File: src/rtl/i2s_serializer.sv
// I2S transmitter: a holding register feeds left/right 24-bit shift registers that are
// serialized MSB first into 32-bit slots. Build option: I2S_ZERO_ON_UNDERRUN_EN (silence on underrun).
module i2s_serializer (
    input  logic        clk,
    input  logic        rst,
    input  logic        SCLK,
    input  logic        LRCLK,
    input  logic [23:0] lft_in,
    input  logic [23:0] rht_in,
    input  logic        vld,
    output logic        rdy,
    output logic        SDin,
    output logic        frm_strt,
    output logic        undrn
);

    typedef enum logic [1:0] {
        ST_IDLE  = 2'd0,
        ST_LEFT  = 2'd1,
        ST_RIGHT = 2'd2
    } slot_e;

    typedef struct packed {
        logic [23:0] lft;
        logic [23:0] rht;
    } pair_t;

    localparam logic [4:0] DATA_BITS = 5'd24;
    localparam logic [4:0] CNT_MAX   = 5'd31;

    logic        sclk_q, lrclk_q;
    logic        sclk_fall, lrclk_fall, lrclk_rise, accept;
    pair_t       hold_q, hold_d;
    logic        full_q, full_d;
    logic        rdy_q, rdy_d;
    logic [23:0] sh_l_q, sh_l_d;
    logic [23:0] sh_r_q, sh_r_d;
    logic [4:0]  cnt_q, cnt_d;
    slot_e       state_q, state_d;
    logic        sdin_q, sdin_d;
    logic        frm_strt_q, frm_strt_d;
    logic        undrn_q, undrn_d;
`ifndef I2S_ZERO_ON_UNDERRUN_EN
    pair_t       prev_q, prev_d;
`endif

    assign sclk_fall  = sclk_q & ~SCLK;
    assign lrclk_fall = lrclk_q & ~LRCLK;
    assign lrclk_rise = ~lrclk_q & LRCLK;
    assign accept     = vld & rdy_q;

    always_comb begin
        // NOTE: every next-state signal gets a default first so no path can infer a latch.
        hold_d     = hold_q;
        full_d     = full_q;
        sh_l_d     = sh_l_q;
        sh_r_d     = sh_r_q;
        cnt_d      = cnt_q;
        state_d    = state_q;
        sdin_d     = sdin_q;
        frm_strt_d = lrclk_fall;
        undrn_d    = lrclk_fall & ~full_q;
`ifndef I2S_ZERO_ON_UNDERRUN_EN
        prev_d     = prev_q;
`endif

        // A load empties the holding register, but a pair accepted in the same cycle refills it.
        if (lrclk_fall && full_q) begin
            full_d = 1'b0;
        end
        if (accept) begin
            hold_d.lft = lft_in;
            hold_d.rht = rht_in;
            full_d     = 1'b1;
        end
        rdy_d = ~full_d;

        if (lrclk_fall) begin
            state_d = ST_LEFT;
            cnt_d   = '0;
            if (sclk_fall) begin
                sdin_d = 1'b0;
            end
            if (full_q) begin
                sh_l_d = hold_q.lft;
                sh_r_d = hold_q.rht;
`ifndef I2S_ZERO_ON_UNDERRUN_EN
                prev_d = hold_q;
`endif
            end else begin
`ifdef I2S_ZERO_ON_UNDERRUN_EN
                sh_l_d = '0;
                sh_r_d = '0;
`else
                sh_l_d = prev_q.lft;
                sh_r_d = prev_q.rht;
`endif
            end
        end else if (lrclk_rise) begin
            cnt_d = '0;
            if (state_q != ST_IDLE) begin
                state_d = ST_RIGHT;
            end
            if (sclk_fall) begin
                sdin_d = 1'b0;
            end
        end else if (sclk_fall) begin
            if (state_q == ST_IDLE || cnt_q >= DATA_BITS) begin
                sdin_d = 1'b0;
            end else if (state_q == ST_RIGHT) begin
                sdin_d = sh_r_q[23];
                sh_r_d = {sh_r_q[22:0], 1'b0};
            end else begin
                sdin_d = sh_l_q[23];
                sh_l_d = {sh_l_q[22:0], 1'b0};
            end
            if (cnt_q != CNT_MAX) begin
                cnt_d = cnt_q + 5'd1;
            end
        end
    end

    always_ff @(posedge clk) begin
        // NOTE: state registers use non-blocking assignments so every flop samples pre-edge values.
        if (rst) begin
            sclk_q     <= 1'b1;
            lrclk_q    <= 1'b1;
            hold_q     <= '0;
            full_q     <= 1'b0;
            rdy_q      <= 1'b0;
            sh_l_q     <= '0;
            sh_r_q     <= '0;
            cnt_q      <= '0;
            state_q    <= ST_IDLE;
            sdin_q     <= 1'b0;
            frm_strt_q <= 1'b0;
            undrn_q    <= 1'b0;
`ifndef I2S_ZERO_ON_UNDERRUN_EN
            prev_q     <= '0;
`endif
        end else begin
            sclk_q     <= SCLK;
            lrclk_q    <= LRCLK;
            hold_q     <= hold_d;
            full_q     <= full_d;
            rdy_q      <= rdy_d;
            sh_l_q     <= sh_l_d;
            sh_r_q     <= sh_r_d;
            cnt_q      <= cnt_d;
            state_q    <= state_d;
            sdin_q     <= sdin_d;
            frm_strt_q <= frm_strt_d;
            undrn_q    <= undrn_d;
`ifndef I2S_ZERO_ON_UNDERRUN_EN
            prev_q     <= prev_d;
`endif
        end
    end

    assign rdy      = rdy_q;
    assign SDin     = sdin_q;
    assign frm_strt = frm_strt_q;
    assign undrn    = undrn_q;

endmodule

File: config.mk
export PLATFORM = sky130hd
export DESIGN_NAME = i2s_serializer
export DESIGN_NICKNAME = d
export VERILOG_FILES = /design/src/rtl/i2s_serializer.sv
export SDC_FILE = /design/constraint.sdc
export NUM_CORES = 1
export LEC_CHECK = 0
export ABC_AREA = 0
export ABC_CLOCK_PERIOD_IN_PS = 5100
export CAP_MARGIN = 10
export CORE_MARGIN = 3
export CORE_UTILIZATION = 25
export DETAILED_ROUTE_END_ITERATION = 8
export PLACE_DENSITY_LB_ADDON = 0.3
export SLEW_MARGIN = 20
export SYNTH_ARGS = -nofsm -noshare
export SYNTH_HDL_FRONTEND = slang
export SYNTH_SLANG_ARGS = --single-unit
File: constraint.sdc
create_clock -name clk -period 5.1 [get_ports clk]
set_input_delay 0.51 -clock clk [delete_from_list [all_inputs] [get_ports clk]]
set_output_delay 0.51 -clock clk [all_outputs]
set_load 0.05 [all_outputs]
After elaboration in Yosys (flattened, before gate mapping):

Cells that the tools add are included.

* add/subtract/negate cells: 1
* $lt $le $gt $ge: 1
* equal/unequal tests: 5
* mux-type cells: 23
* bitwise logic cells: 10
* reductions and logical operators: 17

Operator list (number)
* $mux 24: 12
* $mux 1: 11
* $reduce_bool 2->1: 5
* $reduce_and 2->1: 4
* $reduce_and 4->1: 2
* $ne 2x2->1 const B: 3
* $add 5x1->5 const B: 1
* $and 1x1->1: 5
* $ge 5x5->1 const B: 1
* $ne 5x5->1 const B: 1
* $not 1->1: 5
* $reduce_bool 3->1: 1
* $reduce_or 3->1: 1
* $eq 2x2->1 const B: 1
* $logic_not 2->1: 1
* $reduce_or 2->1: 1
* $logic_and 1x1->1: 1
* $logic_or 1x1->1: 1

* register bits after elaboration: 158
* output and inout bits: 4
* word-level logic and storage cells: 73

Logic depth before layout (Yosys ltp):

* depth after elaboration: 6
* gate-level depth with buffers: 8

Worst setup path before layout:

OpenSTA, ideal clock, no wires.

* path type: register to register
* start point: register cnt_q[0]
* end point: register cnt_q[3]
* arrival: 1.722 ns
* data required time: 5.030 ns
* path slack: 3.308 ns
* cell stages (with the launch flop): 7
* path buffers: 0
* period minus slack after synthesis: 1.792 ns
* cell sequence: dfxtp_1 ha_1 and3_1 ha_1 or3b_4 or3_1 a21oi_1

* cells in the longest elaborated chain, start to end: 2

Ends and longest elaborated chain
* start: declaration: RTL line 38 `logic [4:0] cnt_q, cnt_d;`
* start signal: assignment: RTL line 149 `cnt_q <= cnt_d;`
* branches (longest 2 deep; another with $add 5x1->5)

Several ways; the timed one is not identified.
A chain may end at the register's enable or synchronous reset.

Worst setup path in the final report:

* start point: input port LRCLK
* end point: register sh_r_q[0]

* cells in the longest elaborated chain, start to end: 4

Ends and longest elaborated chain
* start: declaration: RTL line 7 `input logic LRCLK,`
* $not 1->1 *: RTL line 48 `assign lrclk_fall = lrclk_q & ~LRCLK;`
* $and 1x1->1 *: RTL line 48
* net frm_strt_d: RTL line 41 `logic frm_strt_q, frm_strt_d;`
* $ne 2x2->1 (no source line) / $reduce_bool 2->1 (equally long branches)
* $reduce_and 4->1 (no source line)
* end signal: assignment: RTL line 148 `sh_r_q <= sh_r_d;`
* end: declaration: RTL line 37 `logic [23:0] sh_r_q, sh_r_d;`

The timed path passes the listed nets; every way through them passes the cells marked *.

==> flow_summary.toml <==
[sta]
setup_violations = 0
period_needed_ns = 3.108
fmax_ghz = 0.3217
rsz0062_at_grt = "false"
hold_viol = 0
final.setup.tns_ns = 0
relSlewSlack_pct = 30.61
final.setup_skew_ns = 0.008511
maxSlewViolCount = 0
post-route-period-util_pct = 60.94
worst_slew_pin_slew_ns = 1.041

[floorplanning]
core_um2 = 26430
die_x_um = 171.1
die-area_um2 = 29270
num_rows = 59
io_pins = 57
die_y_um = 171.1
start_util_pct = 25.78

[route]
route.detailed.drc = 0
detail-route-antenna-nets = 0
vias = 5260
drt-vias-per-instance = 4.503
routed_wl_mm = 15.50
wl_per_cell_um = 13.27
drt-pass1-iter-count = 4
drtIter0Drc = 239

[critical_path]
critPathCaptureType = "flop"
r2r-start = "lrclk_q"
worst-setup-path-type = "in -> reg"
required_ns = 5.40
r2r_slack_ns = 2.30
r2r-end = "sh_r_q[0]"
worstRegToRegCells = 6
arrival_ns = 3.41
start_kind = "input pin"
crit_fanout = 51

[clock_network]
htreeDepth = 4
clk_pin_slew_ns = 0.06
cts_tree = "done"
cts_sinks = 158
numCtsBuffers = 17
cts-resized-gates = 0
ctsLongestPathBuffers = 2
cts_hold_buf = 0
clock_latency_ns = 0.42
post_cts_buffers = 0
cts-root-buf = "clkbuf_16"

[global_routing]
grt_pass1_vias = 5098
grt_max_degree = 81
grt.total_usage_pct = 10.93
antenna_found_initial = 0
grt_pass1_wl_mm = 25.99
gr-total-overflow = 0

[yosys]
syn_avg_cell_area_um2 = 8.474
yosys_warnings = 0
synthAdderAreaFrac_pct = 0.9183
synthSimpleGateAreaFrac_pct = 18.59
synth-seq-cells = 158
synth_xor_area_share_pct = 0.1286
synth_edf_count = 0
synth_compound_area_share_pct = 14.99
synth_top_family_by_area = "simple AND/OR/NAND/NOR gates"
syn_nets = 862
yosysTopAreaCell = "dfxtp_1"
synth.area.mux_share_pct = 13.98
yosysSeqAreaShare_pct = 46.43
ys_types = 37
synth_area_leaders = "dfxtp_1 46%, mux2i_1 14%, nand2_1 14%, a21oi_1 7.6%, a211o_1 5.9%"
async_reset_ff_share_pct = 0
synth_ff_type = "dfxtp_1"
synth_area_um2 = 6813
synth_top_area_share_pct = 46.43
synthCells = 804

[final_layout]
layout_commonest_cell = "nand2_1"
finalNetCount = 880
fin_area_um2 = 8207
fillers = 2779
n_antenna_cell = 0
instances_no_fill = 1168
layout_common_cells = "248 x nand2_1, 157 x dfxtp_1, 104 x a21oi_1"
drive_above_1_share_pct = 5.762
syn_to_final_growth_pct = 20.46

[run_status]
status = "finished, final reports clean"

[power_and_ir_drop]
p_leak_nw = 2.914
vdd_drop_max_v = 0.0001812
power.density_nw_per_um2 = 361.9
power_w = 0.002970

[placed_design]
placed_cell_area_um2 = 7555
dp_cells = 1138
portBuffers = 56
dp_hpwl_mm = 9.227
gp_congestion = 0.6804

[worst_hold_path]
holdPathEnd = "prev_q[47]"
hold_start = "prev_q[47]"
min_path_type = "reg -> reg"
hold_depth = 2

[run]
cap_violations = 0
-- synth_stat cells, drive strengths merged, types with 2 or more instances --
master	count
a211o	46
a21oi	105
and2	3
and3	2
buf	22
clkbuf	41
dfxtp	158
ha	5
inv	8
mux2i	94
nand2	249
nor2	49
nor3	2
or3	2
-- worst max-delay path by stage --
stage	start	endpoint	slack [ns]	cells past startpoint
after floorplan	cnt_q[0]	cnt_q[3]	3.31	6
after global placement	LRCLK	sh_r_q[7]	1.60	7
after detailed placement	LRCLK	sh_r_q[0]	1.57	8
after CTS	LRCLK	sh_r_q[0]	2.00	8
after global routing	LRCLK	sh_r_q[0]	1.78	8
final	LRCLK	sh_r_q[0]	1.99	8
-- routing by layer --
metal / global-route usage (%) / part of all wire [%] / wire (um) / vias up
li1: - / - / - / 2734
met1: 14.90 / 51 / 7917 / 2454
met2: 17.38 / 46 / 7054 / 65
met3: 2.680 / 2.7 / 418 / 7
met4: 2.834 / 0.70 / 108 / 0
met5: 0 / 0 / 0 / -
-- logic make-up (layout without fill, tap and decap cells) --
group                      count (synthesis)  count (layout)
AOI/OAI and AO/OA                        157             157
and+or+nand+nor                          317             317
xor gates and xnor gates                   1               1
DFF                                      158             158
buffers and inverters                     71             100
adders and majority gates                  5               5
muxes                                     95              95
-- flip-flops by register name, summed over array words and instances (netlist names) --
name,cells
prev_q,48
frm_strt,1
cnt_q,5
SDin,1
sh_l_q,24
sh_r_q,24
undrn,1
hold_q,48
rdy,1
state_q,2
lrclk_q,1
sclk_q,1
full_q,1
-- worst max-delay path, cell delays in order --
cell and delay, ns:
clkdlybuf4s50_1 0.46, inv_1 0.10, ha_2 0.76, buf_4 0.57
nor2b_4 0.33, a41oi_4 0.15, buf_16 0.29, a31o_1 0.22
-- area by class of cell --
class	instances	area, um^2	area share (%)
Timing Repair Buffer	62	623.1	7.593
Clock buffer	24	491.7	5.992
Clock inverter	6	155.1	1.891
Sequential cell	158	3164	38.56
Inverter	8	30.03	0.3659
Multi-Input combinational cell	575	3323	40.49
Tap cell	335	419.2	5.107
-- per-stage QoR --
step	hold WS (ns)	utilization, %	setup WS [ns]
after floorplan	0.4322	-	3.308
after global placement	0.4406	28.48	1.596
after detailed placement	0.4458	28.59	1.574
after CTS	0.4538	31.03	1.999
after global routing	0.4677	31.05	1.782
final	0.4517	31.05	1.992
-- power by group --
part | switching [W] | internal (W)
combinational | 0.000145 | 0.000118
clock | 0.000482 | 0.000916
sequential | 0.0000309 | 0.00128
Note: power is estimated with default switching activity, not from simulation.
